===== src/rtl/stepdir_channel_if.sv =====
// ----------------------------------------------------------------------------
// stepdir_channel_if: move queue, time base and step/dir outputs of one axis.
// Revision 1.0
// ----------------------------------------------------------------------------
`default_nettype none

interface stepdir_channel_if #(
  parameter int unsigned MOVE_TYPE_BITS     = 3,
  parameter int unsigned STEP_INTERVAL_BITS = 32,
  parameter int unsigned STEP_COUNT_BITS    = 32,
  parameter int unsigned STEP_ADD_BITS      = 32,
  parameter int unsigned MOVE_COUNT         = 16
);
  localparam int unsigned ENTRY_BITS = 1 + STEP_INTERVAL_BITS + STEP_COUNT_BITS
                                       + STEP_ADD_BITS + MOVE_TYPE_BITS;
  localparam int unsigned CNT_BITS   = $clog2(MOVE_COUNT);

  logic [ENTRY_BITS-1:0] queue_wr_data;
  logic                  queue_wr_en;
  logic                  queue_empty;
  logic                  queue_full;
  logic [CNT_BITS-1:0]   elemcnt;
  logic                  dedge;
  logic                  do_reset_clock;
  logic [31:0]           reset_clock;
  logic [31:0]           clock;
  logic                  step;
  logic                  dir;
  logic [31:0]           position;
  logic [31:0]           next_step_time;
  logic                  missed_clock;
  logic [15:0]           debug;

  modport master (
    output queue_wr_data, queue_wr_en, dedge, do_reset_clock, reset_clock, clock,
    input  queue_empty, queue_full, elemcnt, step, dir, position,
           next_step_time, missed_clock, debug
  );

  modport slave (
    input  queue_wr_data, queue_wr_en, dedge, do_reset_clock, reset_clock, clock,
    output queue_empty, queue_full, elemcnt, step, dir, position,
           next_step_time, missed_clock, debug
  );
endinterface

`default_nettype wire


===== src/rtl/stepdir_channel.sv =====
// ----------------------------------------------------------------------------
// stepdir_channel: queued Klipper-style step/dir generator for one axis.
// Revision 1.0
// ----------------------------------------------------------------------------
`default_nettype none

module stepdir_channel #(
  parameter int unsigned                 MOVE_TYPE_BITS     = 3,
  parameter logic [MOVE_TYPE_BITS-1:0]   MOVE_TYPE_KLIPPER  = '0,
  parameter int unsigned                 STEP_INTERVAL_BITS = 32,
  parameter int unsigned                 STEP_COUNT_BITS    = 32,
  parameter int unsigned                 STEP_ADD_BITS      = 32,
  parameter int unsigned                 MOVE_COUNT         = 16,
  parameter int unsigned                 PULSE_WIDTH        = 20
) (
  input  logic             clk,
  input  logic             reset,
  stepdir_channel_if.slave bus
);
  localparam int unsigned EW = 1 + STEP_INTERVAL_BITS + STEP_COUNT_BITS
                               + STEP_ADD_BITS + MOVE_TYPE_BITS;
  localparam int unsigned CW = $clog2(MOVE_COUNT);
  localparam int unsigned PW = $clog2(PULSE_WIDTH + 1);
  localparam logic [31:0] LATE_THRESH = 32'hC000_0000;

  typedef enum logic {S_IDLE = 1'b0, S_RUN = 1'b1} state_t;

  state_t state_q, state_d;

  logic [EW-1:0]                 mem_q [MOVE_COUNT];
  logic [CW-1:0]                 wr_ptr_q, wr_ptr_d, rd_ptr_q, rd_ptr_d, cnt_q, cnt_d;
  logic                          missed_q, missed_d, pulse_q, pulse_d;
  logic [PW-1:0]                 pcnt_q, pcnt_d;
  logic [STEP_INTERVAL_BITS-1:0] interval_q, interval_d;
  logic [STEP_COUNT_BITS-1:0]    count_q, count_d;
  logic [STEP_ADD_BITS-1:0]      add_q, add_d;
  logic [31:0]                   nst_q, nst_d, last_q, last_d, pos_q, pos_d;
  logic                          dir_q, dir_d, tog_q, tog_d;

  logic [EW-1:0]                 head;
  logic                          h_dir;
  logic [STEP_INTERVAL_BITS-1:0] h_interval;
  logic [STEP_COUNT_BITS-1:0]    h_count;
  logic [STEP_ADD_BITS-1:0]      h_add;
  logic [MOVE_TYPE_BITS-1:0]     h_type;
  logic                          fifo_empty, fifo_full, push, pop, step_evt, due;
  logic [STEP_INTERVAL_BITS-1:0] interval_nx;
  logic [31:0]                   nst_load, nst_step;

  assign head       = mem_q[rd_ptr_q];
  assign h_type     = head[MOVE_TYPE_BITS-1:0];
  assign h_add      = head[MOVE_TYPE_BITS +: STEP_ADD_BITS];
  assign h_count    = head[MOVE_TYPE_BITS+STEP_ADD_BITS +: STEP_COUNT_BITS];
  assign h_interval = head[MOVE_TYPE_BITS+STEP_ADD_BITS+STEP_COUNT_BITS +: STEP_INTERVAL_BITS];
  assign h_dir      = head[EW-1];

  assign fifo_empty = (cnt_q == '0);
  assign fifo_full  = (cnt_q == CW'(MOVE_COUNT - 1));
  assign push       = bus.queue_wr_en & ~fifo_full;

  assign interval_nx = interval_q + STEP_INTERVAL_BITS'($signed(add_q));
  assign nst_load    = last_q + 32'(h_interval);
  assign nst_step    = nst_q + 32'(interval_nx);
  // A target at or behind the current time fires at once; far-past is wrap-safe.
  assign due         = (nst_q == bus.clock) || ((nst_q - bus.clock) >= LATE_THRESH);

  always_comb begin
    state_d    = state_q;
    wr_ptr_d   = wr_ptr_q;
    rd_ptr_d   = rd_ptr_q;
    cnt_d      = cnt_q;
    missed_d   = missed_q;
    pulse_d    = pulse_q;
    pcnt_d     = pcnt_q;
    interval_d = interval_q;
    count_d    = count_q;
    add_d      = add_q;
    nst_d      = nst_q;
    last_d     = last_q;
    pos_d      = pos_q;
    dir_d      = dir_q;
    tog_d      = tog_q;
    pop        = 1'b0;
    step_evt   = 1'b0;

    case (state_q)
      S_IDLE: begin
        if (!fifo_empty) begin
          pop = 1'b1;
          if (h_type == MOVE_TYPE_KLIPPER && h_count != '0) begin
            state_d    = S_RUN;
            interval_d = h_interval;
            count_d    = h_count;
            add_d      = h_add;
            nst_d      = nst_load;
            dir_d      = h_dir;
            if ((nst_load - bus.clock) >= LATE_THRESH) missed_d = 1'b1;
          end
        end
      end
      S_RUN: begin
        if (due) begin
          step_evt   = 1'b1;
          pos_d      = dir_q ? pos_q + 32'd1 : pos_q - 32'd1;
          last_d     = nst_q;
          interval_d = interval_nx;
          nst_d      = nst_step;
          count_d    = count_q - STEP_COUNT_BITS'(1);
          if (count_q == STEP_COUNT_BITS'(1)) begin
            state_d = S_IDLE;
          end else if ((nst_step - bus.clock) >= LATE_THRESH) begin
            missed_d = 1'b1;
          end
        end
      end
      default: state_d = S_IDLE;
    endcase

    if (bus.do_reset_clock) last_d = bus.reset_clock;

    if (step_evt && !bus.dedge) begin
      pulse_d = 1'b1;
      pcnt_d  = PW'(PULSE_WIDTH - 1);
    end else if (pulse_q) begin
      if (pcnt_q == '0) pulse_d = 1'b0;
      else              pcnt_d  = pcnt_q - PW'(1);
    end
    if (step_evt && bus.dedge) tog_d = ~tog_q;

    if (push) wr_ptr_d = wr_ptr_q + CW'(1);
    if (pop)  rd_ptr_d = rd_ptr_q + CW'(1);
    if (push && !pop)      cnt_d = cnt_q + CW'(1);
    else if (pop && !push) cnt_d = cnt_q - CW'(1);
  end

  always_ff @(posedge clk or posedge reset) begin
    if (reset) begin
      state_q  <= S_IDLE;
      wr_ptr_q <= '0;
      rd_ptr_q <= '0;
      cnt_q    <= '0;
      missed_q <= 1'b0;
      pulse_q  <= 1'b0;
      pcnt_q   <= '0;
    end else begin
      state_q  <= state_d;
      wr_ptr_q <= wr_ptr_d;
      rd_ptr_q <= rd_ptr_d;
      cnt_q    <= cnt_d;
      missed_q <= missed_d;
      pulse_q  <= pulse_d;
      pcnt_q   <= pcnt_d;
    end
  end

  // Position, direction, time base and dedge level survive reset (homing).
  always_ff @(posedge clk) begin
    if (push) mem_q[wr_ptr_q] <= bus.queue_wr_data;
    interval_q <= interval_d;
    count_q    <= count_d;
    add_q      <= add_d;
    nst_q      <= nst_d;
    last_q     <= last_d;
    pos_q      <= pos_d;
    dir_q      <= dir_d;
    tog_q      <= tog_d;
  end

  assign bus.step           = bus.dedge ? tog_q : pulse_q;
  assign bus.dir            = dir_q;
  assign bus.position       = pos_q;
  assign bus.next_step_time = (state_q == S_RUN) ? nst_q : last_q;
  assign bus.missed_clock   = missed_q;
  assign bus.queue_empty    = fifo_empty;
  assign bus.queue_full     = fifo_full;
  assign bus.elemcnt        = cnt_q;
  assign bus.debug          = {state_q == S_RUN, pulse_q, dir_q, missed_q, 8'h00, 4'(cnt_q)};
endmodule

`default_nettype wire


===== src/flat_wrapper.sv =====
// flat-port wrapper written by rule: the top's interface ports become plain ports
module stepdir_channel_flat 
#(
  parameter int unsigned                 MOVE_TYPE_BITS     = 3,
  parameter logic [MOVE_TYPE_BITS-1:0]   MOVE_TYPE_KLIPPER  = '0,
  parameter int unsigned                 STEP_INTERVAL_BITS = 32,
  parameter int unsigned                 STEP_COUNT_BITS    = 32,
  parameter int unsigned                 STEP_ADD_BITS      = 32,
  parameter int unsigned                 MOVE_COUNT         = 16,
  parameter int unsigned                 PULSE_WIDTH        = 20
)
  (clk, reset, bus_queue_wr_data, bus_queue_wr_en, bus_dedge, bus_do_reset_clock, bus_reset_clock, bus_clock, bus_queue_empty, bus_queue_full, bus_elemcnt, bus_step, bus_dir, bus_position, bus_next_step_time, bus_missed_clock, bus_debug);
  stepdir_channel_if #(.MOVE_TYPE_BITS(MOVE_TYPE_BITS), .STEP_INTERVAL_BITS(STEP_INTERVAL_BITS), .STEP_COUNT_BITS(STEP_COUNT_BITS), .STEP_ADD_BITS(STEP_ADD_BITS), .MOVE_COUNT(MOVE_COUNT)) bus_i ();
  input  logic clk;
  input  logic reset;
  input wire logic [$bits(bus_i.queue_wr_data)-1:0] bus_queue_wr_data;
  input wire logic [$bits(bus_i.queue_wr_en)-1:0] bus_queue_wr_en;
  input wire logic [$bits(bus_i.dedge)-1:0] bus_dedge;
  input wire logic [$bits(bus_i.do_reset_clock)-1:0] bus_do_reset_clock;
  input wire logic [$bits(bus_i.reset_clock)-1:0] bus_reset_clock;
  input wire logic [$bits(bus_i.clock)-1:0] bus_clock;
  output wire logic [$bits(bus_i.queue_empty)-1:0] bus_queue_empty;
  output wire logic [$bits(bus_i.queue_full)-1:0] bus_queue_full;
  output wire logic [$bits(bus_i.elemcnt)-1:0] bus_elemcnt;
  output wire logic [$bits(bus_i.step)-1:0] bus_step;
  output wire logic [$bits(bus_i.dir)-1:0] bus_dir;
  output wire logic [$bits(bus_i.position)-1:0] bus_position;
  output wire logic [$bits(bus_i.next_step_time)-1:0] bus_next_step_time;
  output wire logic [$bits(bus_i.missed_clock)-1:0] bus_missed_clock;
  output wire logic [$bits(bus_i.debug)-1:0] bus_debug;
  assign bus_i.queue_wr_data = bus_queue_wr_data;
  assign bus_i.queue_wr_en = bus_queue_wr_en;
  assign bus_i.dedge = bus_dedge;
  assign bus_i.do_reset_clock = bus_do_reset_clock;
  assign bus_i.reset_clock = bus_reset_clock;
  assign bus_i.clock = bus_clock;
  assign bus_queue_empty = bus_i.queue_empty;
  assign bus_queue_full = bus_i.queue_full;
  assign bus_elemcnt = bus_i.elemcnt;
  assign bus_step = bus_i.step;
  assign bus_dir = bus_i.dir;
  assign bus_position = bus_i.position;
  assign bus_next_step_time = bus_i.next_step_time;
  assign bus_missed_clock = bus_i.missed_clock;
  assign bus_debug = bus_i.debug;
  stepdir_channel #(.MOVE_TYPE_BITS(MOVE_TYPE_BITS), .MOVE_TYPE_KLIPPER(MOVE_TYPE_KLIPPER), .STEP_INTERVAL_BITS(STEP_INTERVAL_BITS), .STEP_COUNT_BITS(STEP_COUNT_BITS), .STEP_ADD_BITS(STEP_ADD_BITS), .MOVE_COUNT(MOVE_COUNT), .PULSE_WIDTH(PULSE_WIDTH)) u_core (.clk(clk), .reset(reset), .bus(bus_i));
endmodule

===== config.mk =====
export PLATFORM = sky130hd
export DESIGN_NAME = stepdir_channel_flat
export DESIGN_NICKNAME = d
export VERILOG_FILES = /design/src/rtl/stepdir_channel_if.sv /design/src/rtl/stepdir_channel.sv /design/src/flat_wrapper.sv
export SDC_FILE = /design/constraint.sdc
export NUM_CORES = 2
export LEC_CHECK = 0
export ABC_AREA = 0
export CAP_MARGIN = 30
export CORE_AREA = 5 5 382 384
export CTS_CLUSTER_SIZE = 10
export DETAILED_ROUTE_END_ITERATION = 10
export DIE_AREA = 0 0 387 389
export GPL_ROUTABILITY_DRIVEN = 0
export PLACE_DENSITY = 0.75
export SLEW_MARGIN = 20
export SYNTH_ARGS = -nofsm -noshare
export SYNTH_HDL_FRONTEND = slang
export SYNTH_SLANG_ARGS = --single-unit

===== constraint.sdc =====
create_clock -name clk -period 11.85 [get_ports clk]
set_clock_uncertainty 0.15 [all_clocks]
set_input_delay 1.7775 -clock clk [delete_from_list [all_inputs] [get_ports clk]]
set_output_delay 1.7775 -clock clk [all_outputs]
set_load 0.02 [all_outputs]

---- Word level (Yosys, flattened, before mapping) ----
Memories as Yosys holds them, arrays and structs flattened.
Cells that the tools add are included.
word-level totals
  memories ................................ 1
  input bits .............................. 169
  register bits after elaboration ......... 214
  RAM bits ................................ 1600
  output and inout port bits .............. 89
operators by class
  bitwise operators ....................... 5
  equal/unequal tests ..................... 10
  reduce and logical (&&, ||, !) cells .... 23
  order comparisons ....................... 3
  $add $sub $neg .......................... 14
  multiplexer cells ....................... 44
memories
  memory        depth  width  read ports  clocked after Yosys merged registers in  wr ports  line                   RTL
  u_core.mem_q  16     100    1           0                                        1         stepdir_channel.sv:30  logic [EW-1:0] mem_q [MOVE_COUNT];
operators by type and width
  kind                     count
  $mux W32                 14
  $pmux W32 S2             3
  $add A32 B32 Y32         3
  $ge A32 B32 Y1 const B   3
  $sub A32 B32 Y32         3
  $sub A32 B1 Y32 const B  2
  $add A32 B1 Y32 const B  1
  $eq A32 B1 Y1 const B    1
  $eq A32 B32 Y1           1
  $reduce_bool A32 Y1      1
  $mux W1                  20
  $mux W5                  3
  $add A4 B1 Y4 const B    3
  $mux W4                  2
  $ne A2 B2 Y1 const B     4
  $reduce_bool A2 Y1       4
  $ne A2 B1 Y1 const B     3
  $reduce_and A2 Y1        3
  $reduce_and A3 Y1        2
  $reduce_and A6 Y1        1
  $logic_and A1 B1 Y1      5
  $logic_not A5 Y1         1
  $sub A5 B1 Y5 const B    1
  $eq A4 B4 Y1 const B     1
  8 further kinds          14

---- Longest topological paths before layout ----
  depth in word-level cells ............... 8
  gate-level depth with buffers ........... 31

---- Worst setup path before layout ----
Ideal clock, no wire load.
  path kind ............................... in2reg
  start ................................... input bus_queue_wr_en
  end ..................................... memory u_core.mem_q[0][0] in the netlist's numbering, enable pin
  arrival ................................. 11.324 ns
  setup slack ............................. -0.428 ns
  cell stages on the path ................. 2
  path buffers ............................ 0
  cells stage by stage .................... nand2_1 > nor4_1
on the way
  longest elaborated chain between the ends .. 3
ends and longest elaborated chain
  what                           line                    RTL
  start: declaration             flat_wrapper.sv:17      input wire logic [$bits(bus_i.queue_wr_en)-1:0] bus_queue_wr_en;
  $and A1 B1 Y1                  stepdir_channel.sv:59   assign push = bus.queue_wr_en & ~fifo_full;
  $mux W1                        stepdir_channel.sv:158  if (push) mem_q[wr_ptr_q] <= bus.queue_wr_data;
  $mux W1 (not written as such)  stepdir_channel.sv:158
  end: declaration               stepdir_channel.sv:30
Every way passes these cells.

---- Worst setup path in the final report ----
  start ................................... register u_core.rd_ptr_q[0]
  end ..................................... register u_core.missed_q, in the netlist u_core.bus.missed_clock
on the way
  longest elaborated chain between the ends .. 6
  elaborated cells on any way between the ends .. 10
  classes of those cells .................. 2 x add/sub; 1 x order compare; 2 x eq/ne; 4 x reduce/logical; 1 x memory
ends and longest elaborated chain
  what                           line                    RTL
  start: declaration             stepdir_channel.sv:31   logic [CW-1:0] wr_ptr_q, wr_ptr_d, rd_ptr_q, rd_ptr_d, cnt_q, cnt_d;
  start signal: assignment       stepdir_channel.sv:148  rd_ptr_q <= rd_ptr_d;
  $mem_v2 Z16 W100 *             -
  $add A32 B32 Y32               stepdir_channel.sv:62   assign nst_load = last_q + 32'(h_interval);
  $sub A32 B32 Y32               stepdir_channel.sv:97   if ((nst_load - bus.clock) >= LATE_THRESH) missed_d = 1'b1;
  $ge A32 B32 Y1                 stepdir_channel.sv:97
  $ne A2 B1 Y1 (no line)         -
  $reduce_and A6 Y1 (no line) *  -
  end signal: assignment         stepdir_channel.sv:150  missed_q <= missed_d;
  end: declaration               stepdir_channel.sv:32   logic missed_q, missed_d, pulse_q, pulse_d;
Mark *: on every way between the ends. The rest lies on a longest branch, timed or not.
A chain may end at the register's enable or synchronous reset.

==> impl_metrics.py <==
metrics = {
    "global_routing": {
        "grt_use_met3_pct": 4.51,
        "grt_pass1_vias": 41800,
        "grt_most_used_layer": "met2",
        "track_usage_pct": 25.1,
        "grt_max_degree": 151,
        "grt_overflow": 0,
        "use_met1_pct": 35.0,
        "grt.met2_usage_pct": 41.4,
        "antenna_found_initial": 26,
        "grt_pass1_wl_um": 279000,
    },
    "drt": {
        "totalWireLength_um": 189000,
        "routedWlPerCell_um": 29.5,
        "initialDrtViolationCount": 4685,
        "vias": 41300,
        "postRouteAntennaNets": 0,
        "drc_errors": 0,
        "viasPerCell": 6.43,
        "detail_route.first_pass.iterations": 6,
    },
    "timing": {
        "setup_ws_ns": 4.40,
        "timing.hold.ws_ns": 0.392,
        "worstMarginPinSlew_ns": 1.05,
        "maxSlewHeadroom_pct": 29.7,
        "tns_ns": 0,
        "setup_viol": 0,
        "finalCritPeriodShare_pct": 62.8,
        "fin_crit_ns": 7.45,
        "rsz0062_at_grt": "false",
        "fmax_ghz": 0.134,
        "finalMaxSlewViolations": 0,
        "finalHoldViolations": 0,
    },
    "setup_path": {
        "r2r_start": "u_core.rd_ptr_q[0]$_DFFE_PP0P_",
        "crit_required_ns": 12.42,
        "critPathBufInv": 1,
        "endpoint_kind": "flop",
        "crit_path_start_kind": "flop",
        "worstReg2RegEnd": "u_core.bus.missed_clock$_DFFE_PP0P_",
        "path_delay_family": "compound AO/OA/AOI/OAI gates",
        "cpPeakStageDelay_ns": 0.95,
        "worstSetupPathType": "reg -> reg",
        "rr_worst_depth": 25,
        "path_max_fanout": 95,
        "crit_slowest_cell": "dfrtp_4",
        "rrSetupSlack_ns": 4.40,
        "worst_path_most_repeated_cell": "a21o_1",
        "arrival_ns": 8.02,
    },
    "clocking": {
        "cts_setup_buffers": 0,
        "htree_levels": 4,
        "insertion_delay_ns": 0.84,
        "cts_hold_buf": 0,
        "cts_root_buf": "clkbuf_16",
        "post_cts_resized": 0,
        "cts.clk_slew.worst_paths_ns": 0.06,
        "cts_sinks": 1814,
        "cts_made_buffers": 203,
        "tritoncts": "built",
        "cts_buffer_depth": 3,
    },
    "cells_and_area": {
        "nNetsFinal": 4835,
        "fin_cells": 6420,
        "mostFrequentLayoutCell": "edfxtp_1",
        "num-fill-cells": 9523,
        "syn_to_final_growth_pct": 13.8,
        "drive_gt1_share_pct": 20.2,
        "layout_common_cells": "edfxtp_1, mux4_2, clkdlybuf4s50_1",
    },
    "synthesis": {
        "syn_avg_cell_area_um2": 19.0,
        "async_reset_ff_share_pct": 1.10,
        "synth_cells": 4084,
        "ys_seq_area_share_pct": 70.0,
        "synth_edf_count": 1794,
        "ys_types": 75,
        "synth_warnings": 0,
        "syn-cell-area_um2": 77700,
        "ys_seq_elements": 1814,
        "synthFlopType": "edfxtp_1",
    },
    "floorplan": {
        "start_util_pct": 54.5,
        "die-height_um": 389,
        "die_w_um": 387,
        "die_area_um2": 151000,
        "coreArea_um2": 142000,
        "rows": 139,
        "ios": 258,
    },
    "power": {
        "powerDensity_nw_per_um2": 296,
        "power.leakage_nw": 29.0,
        "peakVddDrop_v": 0.000261,
    },
    "hold_path": {
        "hp-class": "reg -> reg",
        "holdPathStages": 2,
        "hp-start": "u_core.pcnt_q[1]$_DFFE_PP0P_",
        "holdPathEnd": "u_core.pcnt_q[1]$_DFFE_PP0P_",
    },
    "placement": {
        "io_buffer_count": 249,
        "dp_cells": 6125,
        "preCtsSetupSlack_ns": 4.29,
        "dp_hpwl_um": 104000,
    },
    "flow_run": {
        "cap_violations": 0,
    },
    "outcome": {
        "outcome": "complete, no violations",
    },
}
-- cell usage after synthesis (24+ instances only) --
library cell,instances,area share [%]
a211oi_1,25,0.24
a21o_1,61,0.59
a21oi_1,146,0.94
buf_2,39,0.25
clkbuf_1,79,0.38
edfxtp_1,1794,69
ha_1,229,3.7
inv_1,91,0.44
mux2_2,102,1.5
mux4_2,486,14
nand2_1,173,0.84
nand2b_1,24,0.19
nand3_1,27,0.17
nand4_1,29,0.23
nor2_1,127,0.61
nor3_1,51,0.33
nor4_1,36,0.29
o21ai_0,104,0.67
xnor2_1,106,1.2
xor2_1,44,0.50
-- registers in the layout, indices dropped and copies added, names as in the netlist, 5 cells and up --
signal,cells
u_core.count_q,32
u_core.last_q,32
u_core.pcnt_q,5
u_core.interval_q,32
u_core.mem_q,1600
u_core.bus.position,32
u_core.add_q,32
u_core.nst_q,32
-- worst min-delay path: stages (launching register included) --
cell and delay (ns):
dfrtp_1 0.36, nand2_1 0.06, o211ai_1 0.09
-- cell type report --
| class | instances | area, µm² | share of cell area [%] |
|---|---|---|---|
| antenna | 12 | 30.0 | 0.0340 |
| clock buffer | 253 | 5330 | 6.03 |
| clock inverter | 25 | 399 | 0.451 |
| inverter | 93 | 350 | 0.396 |
| multi-input combinational | 2019 | 22300 | 25.2 |
| sequential | 1814 | 54400 | 61.5 |
| tap | 1903 | 2380 | 2.69 |
| timing repair buffer | 301 | 3230 | 3.65 |
-- kinds of logic (layout without fill, tap and decap cells) --
group	after synthesis	in the layout	synth area share, %
mux	590	590	15.6
buf+inv	258	672	1.46
flops	1814	1814	70.0
compound gates	487	487	4.03
xor+xnor	150	150	1.69
other cells	1	20	0.00483
simple gates	550	550	3.40
fa+ha+maj	234	234	3.82
-- layer usage --
layer | up-vias | wire length [µm]
met5 | - | 126
met2 | 2055 | 94200
li1 | 17400 | -
met1 | 21500 | 74900
met3 | 283 | 15900
met4 | 18 | 4300
-- through the flow --
stage	total power, mW	area, µm²	utilization (%)
floorplan	17.4	77700	-
global placement	20.3	82500	57.9
detailed placement	20.6	82600	58.0
CTS	26.2	88300	62.0
global route	27.6	88400	62.1
finish	26.2	88400	62.1
-- how the worst max path moves through the flow --
stage,start,end,slack (ns),depth (start not counted)
2_1_floorplan,bus_queue_wr_en,u_core.mem_q[0][0]$_DFFE_PP_,-0.43,2
3_3_place_gp,u_core.rd_ptr_q[0]$_DFFE_PP0P_,u_core.bus.missed_clock$_DFFE_PP0P_,4.37,25
3_5_place_dp,u_core.rd_ptr_q[0]$_DFFE_PP0P_,u_core.bus.missed_clock$_DFFE_PP0P_,4.29,23
4_1_cts,u_core.rd_ptr_q[0]$_DFFE_PP0P_,u_core.bus.missed_clock$_DFFE_PP0P_,4.28,23
5_1_grt,u_core.rd_ptr_q[0]$_DFFE_PP0P_,u_core.bus.missed_clock$_DFFE_PP0P_,3.77,25
6_report,u_core.rd_ptr_q[0]$_DFFE_PP0P_,u_core.bus.missed_clock$_DFFE_PP0P_,4.40,25
-- where the power goes --
group | internal (mW) | switching [mW]
registers | 8.38 | 0.583
clock network | 3.17 | 2.39
logic | 5.14 | 6.54
total | 16.7 | 9.51
(Power assumes the default switching activity.)
